### config.mk
export PLATFORM = sky130hd
export DESIGN_NAME = flu_issue_scheduler_flat
export DESIGN_NICKNAME = d
export VERILOG_FILES = /design/src/rtl/flu_issue_scheduler_pkg.sv /design/src/rtl/flu_issue_scheduler_if.sv /design/src/rtl/flu_wb_reservation.sv /design/src/rtl/flu_issue_scheduler.sv /design/src/flat_wrapper.sv
export SDC_FILE = /design/constraint.sdc
export NUM_CORES = 1
export LEC_CHECK = 0
export BUFFER_PORTS_ARGS = -buffer_cell sky130_fd_sc_hd__buf_2
export CAP_MARGIN = 20
export CORE_MARGIN = 8
export CORE_UTILIZATION = 30
export DETAILED_ROUTE_END_ITERATION = 16
export GPL_TIMING_DRIVEN = 0
export MAX_ROUTING_LAYER = met4
export PLACE_DENSITY_LB_ADDON = 0.15
export SYNTH_ARGS = -nofsm -noshare
export SYNTH_HDL_FRONTEND = slang
export SYNTH_SLANG_ARGS = --single-unit
### constraint.sdc
create_clock -name clk_i -period 1.2 [get_ports clk_i]
set_clock_uncertainty 0.15 [all_clocks]
set_input_delay 0 -clock clk_i [delete_from_list [all_inputs] [get_ports clk_i]]
set_output_delay 0 -clock clk_i [all_outputs]
set_load 0.05 [all_outputs]
### src/rtl/flu_issue_scheduler_pkg.sv
// Shared types for the FLU issue scheduler: unit classes, FSM states and latency bound.
// Imported by the scheduler top, its interface and the bench.
package flu_issue_scheduler_pkg;

  localparam int unsigned MAX_MUL_LATENCY = 4;

  typedef enum logic [2:0] {
    FLU_ALU    = 3'd0,
    FLU_BRANCH = 3'd1,
    FLU_CSR    = 3'd2,
    FLU_MUL    = 3'd3,
    FLU_DIV    = 3'd4,
    FLU_OTHER  = 3'd5
  } flu_class_t;

  typedef enum logic {
    SCHED_IDLE     = 1'b0,
    SCHED_DIV_BUSY = 1'b1
  } flu_sched_state_t;

endpackage

### src/rtl/flu_issue_scheduler_if.sv
// Issue-head handshake, unit readiness and per-unit execute strobes around the FLU scheduler.
// master = issue/execute environment, slave = scheduler.
interface flu_issue_scheduler_if;
  import flu_issue_scheduler_pkg::*;

  logic       issue_valid;
  flu_class_t issue_fu;
  logic       issue_ready;
  logic       csr_ready;
  logic       mult_ready;
  logic       div_done;
  logic       alu_valid;
  logic       branch_valid;
  logic       csr_valid;
  logic       mult_valid;

  modport master (
    output issue_valid, issue_fu, csr_ready, mult_ready, div_done,
    input  issue_ready, alu_valid, branch_valid, csr_valid, mult_valid
  );

  modport slave (
    input  issue_valid, issue_fu, csr_ready, mult_ready, div_done,
    output issue_ready, alu_valid, branch_valid, csr_valid, mult_valid
  );

endinterface

### src/rtl/flu_wb_reservation.sv
// Writeback reservation shift register: bit i set means a mult owns the FLU port i cycles from now.
// New reservations enter at the top bit; flush clears the whole table.
module flu_wb_reservation #(
  parameter int unsigned Latency = 1
) (
  input  logic               clk_i,
  input  logic               rst_i,
  input  logic               flush_i,
  input  logic               set_i,
  output logic [Latency-1:0] res_o
);

  logic [Latency-1:0] res_q, res_d;

  always_comb begin
    res_d              = res_q >> 1;
    res_d[Latency-1]   = set_i;
    if (flush_i) begin
      res_d = '0;
    end
  end

  always_ff @(posedge clk_i) begin
    if (rst_i) begin
      res_q <= '0;
    end else begin
      res_q <= res_d;
    end
  end

  assign res_o = res_q;

endmodule

### src/rtl/flu_issue_scheduler.sv
// Grants issue only when the result cannot collide on the shared FLU writeback port; decision is combinational.
// Optional FLU_SCHED_PERF_EN adds a saturating collision-stall counter on perf_stall_o.
module flu_issue_scheduler
  import flu_issue_scheduler_pkg::*;
#(
  parameter int unsigned MulLatency = 1,
  parameter int unsigned CntWidth   = 32
) (
  input  logic                  clk_i,
  input  logic                  rst_i,
  input  logic                  flush_i,
  flu_issue_scheduler_if.slave  flu_if,
  output logic                  div_busy_o,
  output logic [CntWidth-1:0]   perf_stall_o
);

  flu_sched_state_t      state_q, state_d;
  logic [MulLatency-1:0] res_q;
  logic                  idle;
  logic                  hazard;
  logic                  class_ready;
  logic                  issue_ready;
  logic                  fire;

  flu_wb_reservation #(
    .Latency (MulLatency)
  ) u_res (
    .clk_i   (clk_i),
    .rst_i   (rst_i),
    .flush_i (flush_i),
    .set_i   (fire && flu_if.issue_fu == FLU_MUL),
    .res_o   (res_q)
  );

  always_ff @(posedge clk_i) begin
    if (rst_i) begin
      state_q <= SCHED_IDLE;
    end else begin
      state_q <= state_d;
    end
  end

  always_comb begin
    state_d = state_q;
    case (state_q)
      SCHED_IDLE:     if (fire && flu_if.issue_fu == FLU_DIV) state_d = SCHED_DIV_BUSY;
      SCHED_DIV_BUSY: if (flu_if.div_done || flush_i)         state_d = SCHED_IDLE;
      default:        state_d = SCHED_IDLE;
    endcase
  end

  // hazard marks stalls owed to the writeback port itself; csr/mult readiness is separate.
  always_comb begin
    idle        = (state_q == SCHED_IDLE);
    hazard      = 1'b0;
    class_ready = 1'b1;
    case (flu_if.issue_fu)
      FLU_ALU, FLU_BRANCH: begin
        hazard      = !idle || res_q[0];
        class_ready = !hazard;
      end
      FLU_CSR: begin
        hazard      = !idle || res_q[0];
        class_ready = !hazard && flu_if.csr_ready;
      end
      FLU_MUL: begin
        hazard      = !idle;
        class_ready = !hazard && flu_if.mult_ready;
      end
      FLU_DIV: begin
        hazard      = !idle || (|res_q);
        class_ready = !hazard && flu_if.mult_ready;
      end
      default: begin
        hazard      = 1'b0;
        class_ready = 1'b1;
      end
    endcase
    issue_ready         = class_ready && !flush_i && !rst_i;
    fire                = flu_if.issue_valid && issue_ready;
    flu_if.issue_ready  = issue_ready;
    flu_if.alu_valid    = fire && flu_if.issue_fu == FLU_ALU;
    flu_if.branch_valid = fire && flu_if.issue_fu == FLU_BRANCH;
    flu_if.csr_valid    = fire && flu_if.issue_fu == FLU_CSR;
    flu_if.mult_valid   = fire && (flu_if.issue_fu == FLU_MUL || flu_if.issue_fu == FLU_DIV);
    div_busy_o          = !idle;
  end

`ifdef FLU_SCHED_PERF_EN
  logic [CntWidth-1:0] stall_cnt_q, stall_cnt_d;

  always_comb begin
    stall_cnt_d = stall_cnt_q;
    if (flu_if.issue_valid && hazard && !flush_i && !(&stall_cnt_q)) begin
      stall_cnt_d = stall_cnt_q + CntWidth'(1);
    end
  end

  always_ff @(posedge clk_i) begin
    if (rst_i) begin
      stall_cnt_q <= '0;
    end else begin
      stall_cnt_q <= stall_cnt_d;
    end
  end

  assign perf_stall_o = stall_cnt_q;
`else
  assign perf_stall_o = '0;
`endif

`ifndef SYNTHESIS
  div_done_only_when_busy: assert property (@(posedge clk_i) disable iff (rst_i)
    flu_if.div_done |-> (state_q == SCHED_DIV_BUSY));
`endif

endmodule

### src/flat_wrapper.sv
// flat-port wrapper written by rule: the top's interface ports become plain ports
module flu_issue_scheduler_flat import flu_issue_scheduler_pkg::*;
#(
  parameter int unsigned MulLatency = 1,
  parameter int unsigned CntWidth   = 32
)
  (clk_i, rst_i, flush_i, div_busy_o, perf_stall_o, flu_if_issue_valid, flu_if_issue_fu, flu_if_csr_ready, flu_if_mult_ready, flu_if_div_done, flu_if_issue_ready, flu_if_alu_valid, flu_if_branch_valid, flu_if_csr_valid, flu_if_mult_valid);
  flu_issue_scheduler_if flu_if_i ();
  input  logic clk_i;
  input  logic rst_i;
  input  logic flush_i;
  output logic div_busy_o;
  output logic [CntWidth-1:0] perf_stall_o;
  input wire logic [$bits(flu_if_i.issue_valid)-1:0] flu_if_issue_valid;
  input wire logic [$bits(flu_if_i.issue_fu)-1:0] flu_if_issue_fu;
  input wire logic [$bits(flu_if_i.csr_ready)-1:0] flu_if_csr_ready;
  input wire logic [$bits(flu_if_i.mult_ready)-1:0] flu_if_mult_ready;
  input wire logic [$bits(flu_if_i.div_done)-1:0] flu_if_div_done;
  output wire logic [$bits(flu_if_i.issue_ready)-1:0] flu_if_issue_ready;
  output wire logic [$bits(flu_if_i.alu_valid)-1:0] flu_if_alu_valid;
  output wire logic [$bits(flu_if_i.branch_valid)-1:0] flu_if_branch_valid;
  output wire logic [$bits(flu_if_i.csr_valid)-1:0] flu_if_csr_valid;
  output wire logic [$bits(flu_if_i.mult_valid)-1:0] flu_if_mult_valid;
  assign flu_if_i.issue_valid = flu_if_issue_valid;
  assign flu_if_i.issue_fu = flu_if_issue_fu;
  assign flu_if_i.csr_ready = flu_if_csr_ready;
  assign flu_if_i.mult_ready = flu_if_mult_ready;
  assign flu_if_i.div_done = flu_if_div_done;
  assign flu_if_issue_ready = flu_if_i.issue_ready;
  assign flu_if_alu_valid = flu_if_i.alu_valid;
  assign flu_if_branch_valid = flu_if_i.branch_valid;
  assign flu_if_csr_valid = flu_if_i.csr_valid;
  assign flu_if_mult_valid = flu_if_i.mult_valid;
  flu_issue_scheduler #(.MulLatency(MulLatency), .CntWidth(CntWidth)) u_core (.clk_i(clk_i), .rst_i(rst_i), .flush_i(flush_i), .flu_if(flu_if_i), .div_busy_o(div_busy_o), .perf_stall_o(perf_stall_o));
endmodule
# [Word level (Yosys, flattened, before mapping)]
# Cells that the tools add are included.
# W data, S select, Z words.
[op_classes] n_reduce_logical=21 n_div=0 addsub=0 n_lt_le_gt_ge=0 shift=0 eq_ne=4 n_mul=0 muxes=4 bitwise=1
[ops] cell="$logic_and A1 B1 Y1" n=12
[ops] cell="$eq A3 B2 Y1 const B" n=2
[ops] cell="$pmux W1 S4" n=1
[ops] cell="$reduce_or A2 Y1" n=2
[ops] cell="$eq A3 B1 Y1 const B" n=1
[ops] cell="$eq A3 B3 Y1 const B" n=1
[ops] cell="$logic_not A1 Y1" n=3
[ops] cell="$logic_not A3 Y1" n=1
[ops] cell="$logic_or A1 B1 Y1" n=3
[ops] cell="$mux W1" n=2
[ops] cell="$pmux W1 S2" n=1
[ops] cell="$not A1 Y1" n=1
[totals] n_memories=0 mem_bits_ro=0 input_bits=10 out_inout_bits=38 latchBits=0 register_bits=2 mem_bits_rw=0 word_cells=32

# [Logic depth before layout (Yosys ltp)]
# Gate-level depths: netlist of the first run.
[logic_depth] word_depth=10 depth_mapped=3 mapped_depth_nobuf=3

# [By module]
# From an unflattened synthesis of the first run, not the netlist that was laid out.
[hier_totals] cells_unflattened=58 area_unflattened_um2=449.2
[by_module_without_submodules] mod="flu_issue_scheduler" area_per_inst_um2=416.6 seq_area_each_um2=20.0 instances=1 cells_each=56
[by_module_without_submodules] mod="flu_wb_reservation" area_per_inst_um2=32.5 seq_area_each_um2=20.0 instances=1 cells_each=2

# [Worst setup path after synthesis of the first run]
# No wires, ideal clock.
[synth_timing] path_type="register to output" startpoint="register u_core.state_q, in the netlist u_core.div_busy_o" endpoint="output flu_if_issue_ready" t_arrival_ns=2.222 setup_slack_ns=-1.172 stages_incl_launch_ff=4 t_required_ns=1.050 path_buffers=0 path_cell_list="dfxtp_1 > nor2_1 > o221ai_1 > a311oi_1"
[synth_via] elab_chain_len=6 word_cells_on_any_way=9 cone_classes="mux: 1; bitwise: 1; reduce/logical: 7"
[synth_rtl] item="from (decl)" line="flu_issue_scheduler.sv:17" text="flu_sched_state_t state_q, state_d;"
[synth_rtl] item="from (signal assigned)" line="flu_issue_scheduler.sv:39" text="state_q <= state_d;"
[synth_rtl] item="$logic_or A1 B1 Y1" line="flu_issue_scheduler.sv:59, flu_issue_scheduler.sv:63, flu_issue_scheduler.sv:71"
[synth_rtl] item="$logic_not A1 Y1" line="flu_issue_scheduler.sv:60, flu_issue_scheduler.sv:64, flu_issue_scheduler.sv:72"
[synth_rtl] item="$logic_and A1 B1 Y1 (on tied branches)" line="flu_issue_scheduler.sv:72, flu_issue_scheduler.sv:64"
[synth_rtl] item="$pmux W1 S4 (*)" line="flu_issue_scheduler.sv:57" text="case (flu_if.issue_fu)"
[synth_rtl] item="$logic_and A1 B1 Y1 (*) (2 in series)" line="flu_issue_scheduler.sv:79" text="issue_ready = class_ready && !flush_i && !rst_i;"
[synth_rtl] item="to (decl)" line="flat_wrapper.sv:19" text="output wire logic [$bits(flu_if_i.issue_ready)-1:0] flu_if_issue_ready;"
# Every way passes the cells marked *; elsewhere a longest branch is shown, timed or not.

# [Worst setup path after layout of the first run]
[layout_timing] startpoint="register u_core.state_q, in the netlist u_core.div_busy_o" endpoint="output flu_if_mult_valid"
[layout_via] elab_chain_len=8 word_cells_on_any_way=11 cone_classes="mux: 1; bitwise: 1; reduce/logical: 9"
[layout_rtl] item="$logic_or A1 B1 Y1" line="flu_issue_scheduler.sv:59, flu_issue_scheduler.sv:63, flu_issue_scheduler.sv:71"
[layout_rtl] item="$logic_not A1 Y1" line="flu_issue_scheduler.sv:60, flu_issue_scheduler.sv:64, flu_issue_scheduler.sv:72"
[layout_rtl] item="$logic_and A1 B1 Y1 (on tied branches)" line="flu_issue_scheduler.sv:72, flu_issue_scheduler.sv:64"
[layout_rtl] item="$pmux W1 S4 (*)" line="flu_issue_scheduler.sv:57"
[layout_rtl] item="$logic_and A1 B1 Y1 (*) (2 in series)" line="flu_issue_scheduler.sv:79"
[layout_rtl] item="$logic_and A1 B1 Y1 (*)" line="flu_issue_scheduler.sv:80" text="fire = flu_if.issue_valid && issue_ready;"
[layout_rtl] item="$logic_and A1 B1 Y1 (*)" line="flu_issue_scheduler.sv:85" text="flu_if.mult_valid = fire && (flu_if.issue_fu == FLU_MUL || flu_if.issue_fu == FLU_DIV);"
[layout_rtl] item="to (decl)" line="flat_wrapper.sv:23" text="output wire logic [$bits(flu_if_i.mult_valid)-1:0] flu_if_mult_valid;"
# Marks and branches as above.

==> metrics.cfg, run 1 <==
[status]
status=complete, but fails checks
violations=hold timing, setup timing

[placement]
gp_congestion=0.7237
portBuffers=15
hpwl_um=1027
dp.cells=118

[setup_path]
cpMaxStageDelayCell=dfxtp_4
cp_data_arrival_time_ns=1.38
cpLargestDelayFamily=compound AO/OA/AOI/OAI gates
crit_cells=4
reg2reg_depth=2
path_buf_inv=1
worst_setup_path_start_kind=flip-flop
slowest_delay_ns=0.35
required_ns=1.05
critical_path_class=reg -> out
crit_chain=nor2_4 -> o221ai_4 -> a221oi_4 -> buf_6
cp-end-kind=output port
cp_max_fo=4

[finish]
final_nets=121
antenna_cells=0
area_growth_pct=87.92
layout.cells.non_filler=126
drive_gt1_frac=0.5818
fillCellCount=143

[clock_tree]
clock-root-buffer=clkbuf_4
clk_latency_ns=0.23
cts_buffers=3
clk_pin_slew_ns=0.04
htree_levels=1
postCtsHoldBufs=1
cts_sinks=2
cts_tree=built
cts.path.max_buffers=2

[logic_synthesis]
ys_ff_latch=2
yosys-top-cells-area=buf_4 54%, dfxtp_1 9.0%, nand3b_4 4.5%
synth_warnings=0
postSynthCellCount=56
synth_area_per_cell_um2=7.954
synth_edf_count=0
synth.distinct_cells=21
ys_async_sr_fraction=0
synthTopCellsByCount=32 x buf_4, 2 x dfxtp_1, 2 x nor2_1, 2 x nor3_1, 2 x o21ai_0
yosysSeqAreaShare=0.08989
ys.flop_type=dfxtp_1
synth_top_area_share=0.5393
synth.most_common_cell=buf_4
syn_area_um2=445.4
synth_area_leader_cell=buf_4

[timing]
final-setup-viol-count=6
period_minus_slack_ns=1.533
hold_viol=1
whs_ns=-0.1103
slew_viol_final=0
setup_slack_ns=-0.3331
timing.final.crit_share=1.278
fmaxAchievable_mhz=652.3
rsz0062_at_grt=yes

[global_route]
antenna_found_initial=0
grt_pass1_wl_um=1759
grt.total_usage=0.08156
gr-total-overflow=0
grt_max_degree=9
grt_pass1_vias=431

[drt]
vias=451
drt_wl_total_um=1272
drtPass1Iterations=4
drc=0
wl_per_cell_um=10.10
postRouteAntennaNets=0
drtIter0Drc=3
viasPerCell=3.579

[floorplanning]
design.core.area_um2=1454
io_pins=48
die_area_um2=2974
placementRows=14
dieWidth_um=54.53
start_util=0.3064
die_h_um=54.53

[power]
power_mw=0.6446
vdd_drop_max_mv=0.4389
power_density_nw_per_um2=770.0
p_leak_nw=0.4697

[hold_path]
worstHoldPathType=in -> reg
min_path_cells=3

[run]
cap_violations=0

metal layers:
layer / track usage / part of all wire / vias up
met5: - / 0 / -
met4: 0.04918 / 0.020 / 0
met3: 0.01902 / 0.12 / 4
met2: 0.1412 / 0.50 / 28
met1: 0.08104 / 0.36 / 183
li1: - / - / 236
worst paths after layout:
path | from | endpoint | slack, ns
worst max-delay path | u_core.div_busy_o$_SDFF_PP0_ | flu_if_mult_valid | -0.33
worst max register to register | u_core.div_busy_o$_SDFF_PP0_ | u_core.div_busy_o$_SDFF_PP0_ | -0.07
worst min register to register | u_core.div_busy_o$_SDFF_PP0_ | u_core.div_busy_o$_SDFF_PP0_ | 0.49
worst min-delay path | flu_if_div_done | u_core.div_busy_o$_SDFF_PP0_ | -0.11
worst register-to-register path, stage by stage (launching register included):
cell	delay, ns
dfxtp_4	0.35
or4b_2	0.59
o31ai_1	0.08
area by class of cell:
class,count,area (um^2),share of cell area
Buffer,32,240.2,0.2870
Clock buffer,4,26.28,0.03139
Inverter,1,3.754,0.004484
Multi-Input combinational cell,52,356.6,0.4260
Sequential cell,2,43.79,0.05232
Tap cell,16,20.02,0.02392
Timing Repair Buffer,19,146.4,0.1749
where the power goes:
group          switching, mW  internal, mW
clock network         0.0422         0.124
registers           0.000561        0.0655
logic                  0.296         0.116
total                  0.339         0.306
cell families (layout without fill, tap and decap cells):
logic type      after synthesis  after routing  synth area share
other cells                   1             32          0.008419
compound gates                6              6            0.1124
flops                         2              2           0.08989
simple gates                 14             14            0.2416
buf+inv                      33             56            0.5477
through the flow:
step,setup WS (ns),utilization,TNS [ns],instance area (um^2)
2_1_floorplan,-0.3113,-,-1.002,628.1
3_3_place_gp,-0.2788,0.4974,-0.9104,723.2
3_5_place_dp,-0.2668,0.4974,-0.9230,723.2
4_1_cts,-0.3332,0.5551,-1.121,807.0
5_1_grt,-0.3986,0.5757,-1.838,837.1
6_report,-0.3331,0.5757,-1.520,837.1
sequential cells by signal, summed over array words and instances (netlist names):
register            flops
u_core.u_res.res_o      1
u_core.div_busy_o       1
cell usage in the layout (no fill, tap or decap), types with 2 or more instances in the layout:
cell	n
nor2_4	2
conb_1	32
o21ai_0	2
clkbuf_4	3
buf_2	10
buf_4	34
buf_6	5
timing repair:
item                                    4_1_cts  5_1_grt
pin swaps                                     1        3
buffers inserted                              1        2
endpoints found under the setup margin        6        6
hold endpoints to repair                      2        1
gates resized for setup                      12        2
No activity file was read; power rests on OpenSTA's default activity.
==> run 2, diff against run 1 <==
Settings changed: REMOVE_ABC_BUFFERS set to 1, SKIP_CTS_REPAIR_TIMING set to 1.
==> metrics.cfg, run 2 (synthesis results as in run 1) <==
[global_route]
grt_max_degree=9  ; unchanged
grt.total_usage=0.05918  ; -0.02238
gr-total-overflow=0  ; unchanged
antenna_found_initial=0  ; unchanged
grt_pass1_vias=315  ; -27%
grt_pass1_wl_um=1235  ; -30%

[setup_path]
cpMaxStageDelayCell=dfxtp_2
worst_setup_path_start_kind=flip-flop
required_ns=1.05  ; about the same
cp_max_fo=3  ; -1
reg2reg_slack_ns=-0.08  ; about the same
reg2reg_to=u_core.div_busy_o$_SDFF_PP0_
crit_chain=nor2_4 -> o221ai_4 -> a221oi_2 -> buf_6
cpLargestDelayFamily=compound AO/OA/AOI/OAI gates
path_buf_inv=1  ; unchanged
slowest_delay_ns=0.31  ; -0.04 ns
critical_path_class=reg -> out
cp_data_arrival_time_ns=1.32  ; -0.06 ns
reg2reg_depth=2  ; unchanged
cp-end-kind=output port
r2r-start=u_core.div_busy_o$_SDFF_PP0_

[power]
p_leak_nw=0.2732  ; -42%
vdd_drop_max_mv=0.4315  ; -1.7%
power_density_nw_per_um2=963.2  ; +25%

[finish]
layout_common_cells=32 x conb_1, 10 x buf_2, 5 x buf_6
final_common_cell=conb_1
area_growth_pct=23.03
final_nets=87  ; -28%
fillCellCount=159  ; +11%
final-seq-area_um2=42.54  ; -2.9%
multi_input_area_um2=327.8  ; -8.1%
drive_gt1_frac=0.4133  ; -0.1685
utilization=0.3769  ; -0.1988
antenna_cells=0  ; unchanged

[clock_tree]
clk_latency_ns=0.22  ; about the same
cts_tree=built
clock-root-buffer=clkbuf_4
htree_levels=1  ; unchanged
clk_pin_slew_ns=0.03  ; about the same
cts_buffers=3  ; unchanged
cts_sinks=2  ; unchanged
cts.path.max_buffers=2  ; unchanged

[placement]
portBuffers=15  ; unchanged
gp_congestion=0.6843  ; -5.4%
pre_cts_slack_ns=-0.3496  ; -0.08277 ns
hpwl_um=874  ; -15%

[status]
violations=hold timing, setup timing
status=complete, but fails checks

[drt]
drtIter0Drc=3  ; unchanged
drt_wl_total_um=1041  ; -18%
postRouteAntennaNets=0  ; unchanged
drc=0  ; unchanged
viasPerCell=3.868  ; +8.1%
vias=352  ; -22%
wl_per_cell_um=11.44  ; +13%
drtPass1Iterations=2  ; -2

[floorplanning]
die_area_um2=2974  ; unchanged
placementRows=14  ; unchanged
die_h_um=54.53  ; unchanged
start_util=0.3064  ; unchanged
io_pins=48  ; unchanged
dieWidth_um=54.53  ; unchanged
design.core.area_um2=1454  ; unchanged

[timing]
slew_viol_final=0  ; unchanged
whs_ns=-0.08722  ; +0.02312 ns
timing.final.crit_share=1.229  ; -0.04875
setup_slack_ns=-0.2746  ; +0.05850 ns
fmaxAchievable_mhz=678.2  ; +4.0%
rsz0062_at_grt=yes
final-setup-viol-count=6  ; unchanged
hold_viol=2  ; +1
period_minus_slack_ns=1.475  ; -0.05850 ns

[run]
cap_violations=0  ; unchanged

[hold_path]
hold_end=u_core.div_busy_o$_SDFF_PP0_
worstHoldStart=flu_if_div_done
min_path_cells=3  ; unchanged
worstHoldPathType=in -> reg

==> run 2: cell types whose count changed in the layout (fill, tap and decap cells not counted) <==
cell | previous run | this run
a221oi_2 | 0 | 1
a221oi_4 | 1 | 0
a311oi_2 | 0 | 1
a311oi_4 | 1 | 0
buf_4 | 34 | 0
clkbuf_1 | 1 | 0
dfxtp_1 | 1 | 0
dfxtp_2 | 0 | 2
dfxtp_4 | 1 | 0
nor3b_2 | 0 | 1
nor3b_4 | 1 | 0
==> run 2: worst max path at each step <==
| stage | start | to | slack (ns) | cells after the start |
|---|---|---|---|---|
| finish | u_core.u_res.res_o$_SDFF_PP0_ | flu_if_mult_valid | -0.27 | 4 |
| global route | u_core.div_busy_o$_SDFF_PP0_ | flu_if_mult_valid | -0.36 | 3 |
| CTS | u_core.div_busy_o$_SDFF_PP0_ | flu_if_mult_valid | -0.58 | 4 |
| detailed placement | u_core.div_busy_o$_SDFF_PP0_ | flu_if_mult_valid | -0.35 | 4 |
| global placement | u_core.div_busy_o$_SDFF_PP0_ | flu_if_mult_valid | -0.35 | 4 |
| floorplan | u_core.div_busy_o$_SDFF_PP0_ | flu_if_issue_ready | -1.17 | 3 |
==> run 2: worst min-delay path: cells and delay by family <==
family	cells	cell delay, ns
AOI/OAI and AO/OA	1	0.06
buffers and inverters	1	0.07
and+or+nand+nor	1	0.10
==> run 2: per-layer routing <==
metal / GRT usage / vias to the layer above / routed length (um)
met5: - / - / 0
met3: 0.02989 / 0 / 148
li1: - / 167 / -
met4: 0.04918 / 0 / 0
met1: 0.05802 / 161 / 344
met2: 0.08588 / 24 / 549
==> run 2: stage by stage <==
step	hold slack, ns	area (um^2)	setup TNS (ns)	power [mW]	std cells
3_5_place_dp	0.06160	416.7	-0.9951	0.3531	86
5_1_grt	-0.07323	548.0	-1.566	0.5530	91
6_report	-0.08722	548.0	-1.176	0.5278	91
2_1_floorplan	-0.07200	321.6	-4.120	0.3234	55
3_3_place_gp	0.06906	416.7	-0.9708	0.3533	86
4_1_cts	-0.1753	439.2	-2.092	0.5063	89
==> run 2: layout make-up <==
| cell class | count | area share |
|---|---|---|
| sequential | 2 | 0.07763 |
| timing repair buffer | 17 | 0.2397 |
| tap | 16 | 0.03653 |
| clock buffer | 3 | 0.04110 |
| inverter | 1 | 0.006849 |
| multi-input combinational | 52 | 0.5982 |
==> run 2: report_power, final <==
part	internal [mW]	switching, mW
clock network	0.110	0.0367
logic	0.0389	0.274
registers	0.0676	0.000583
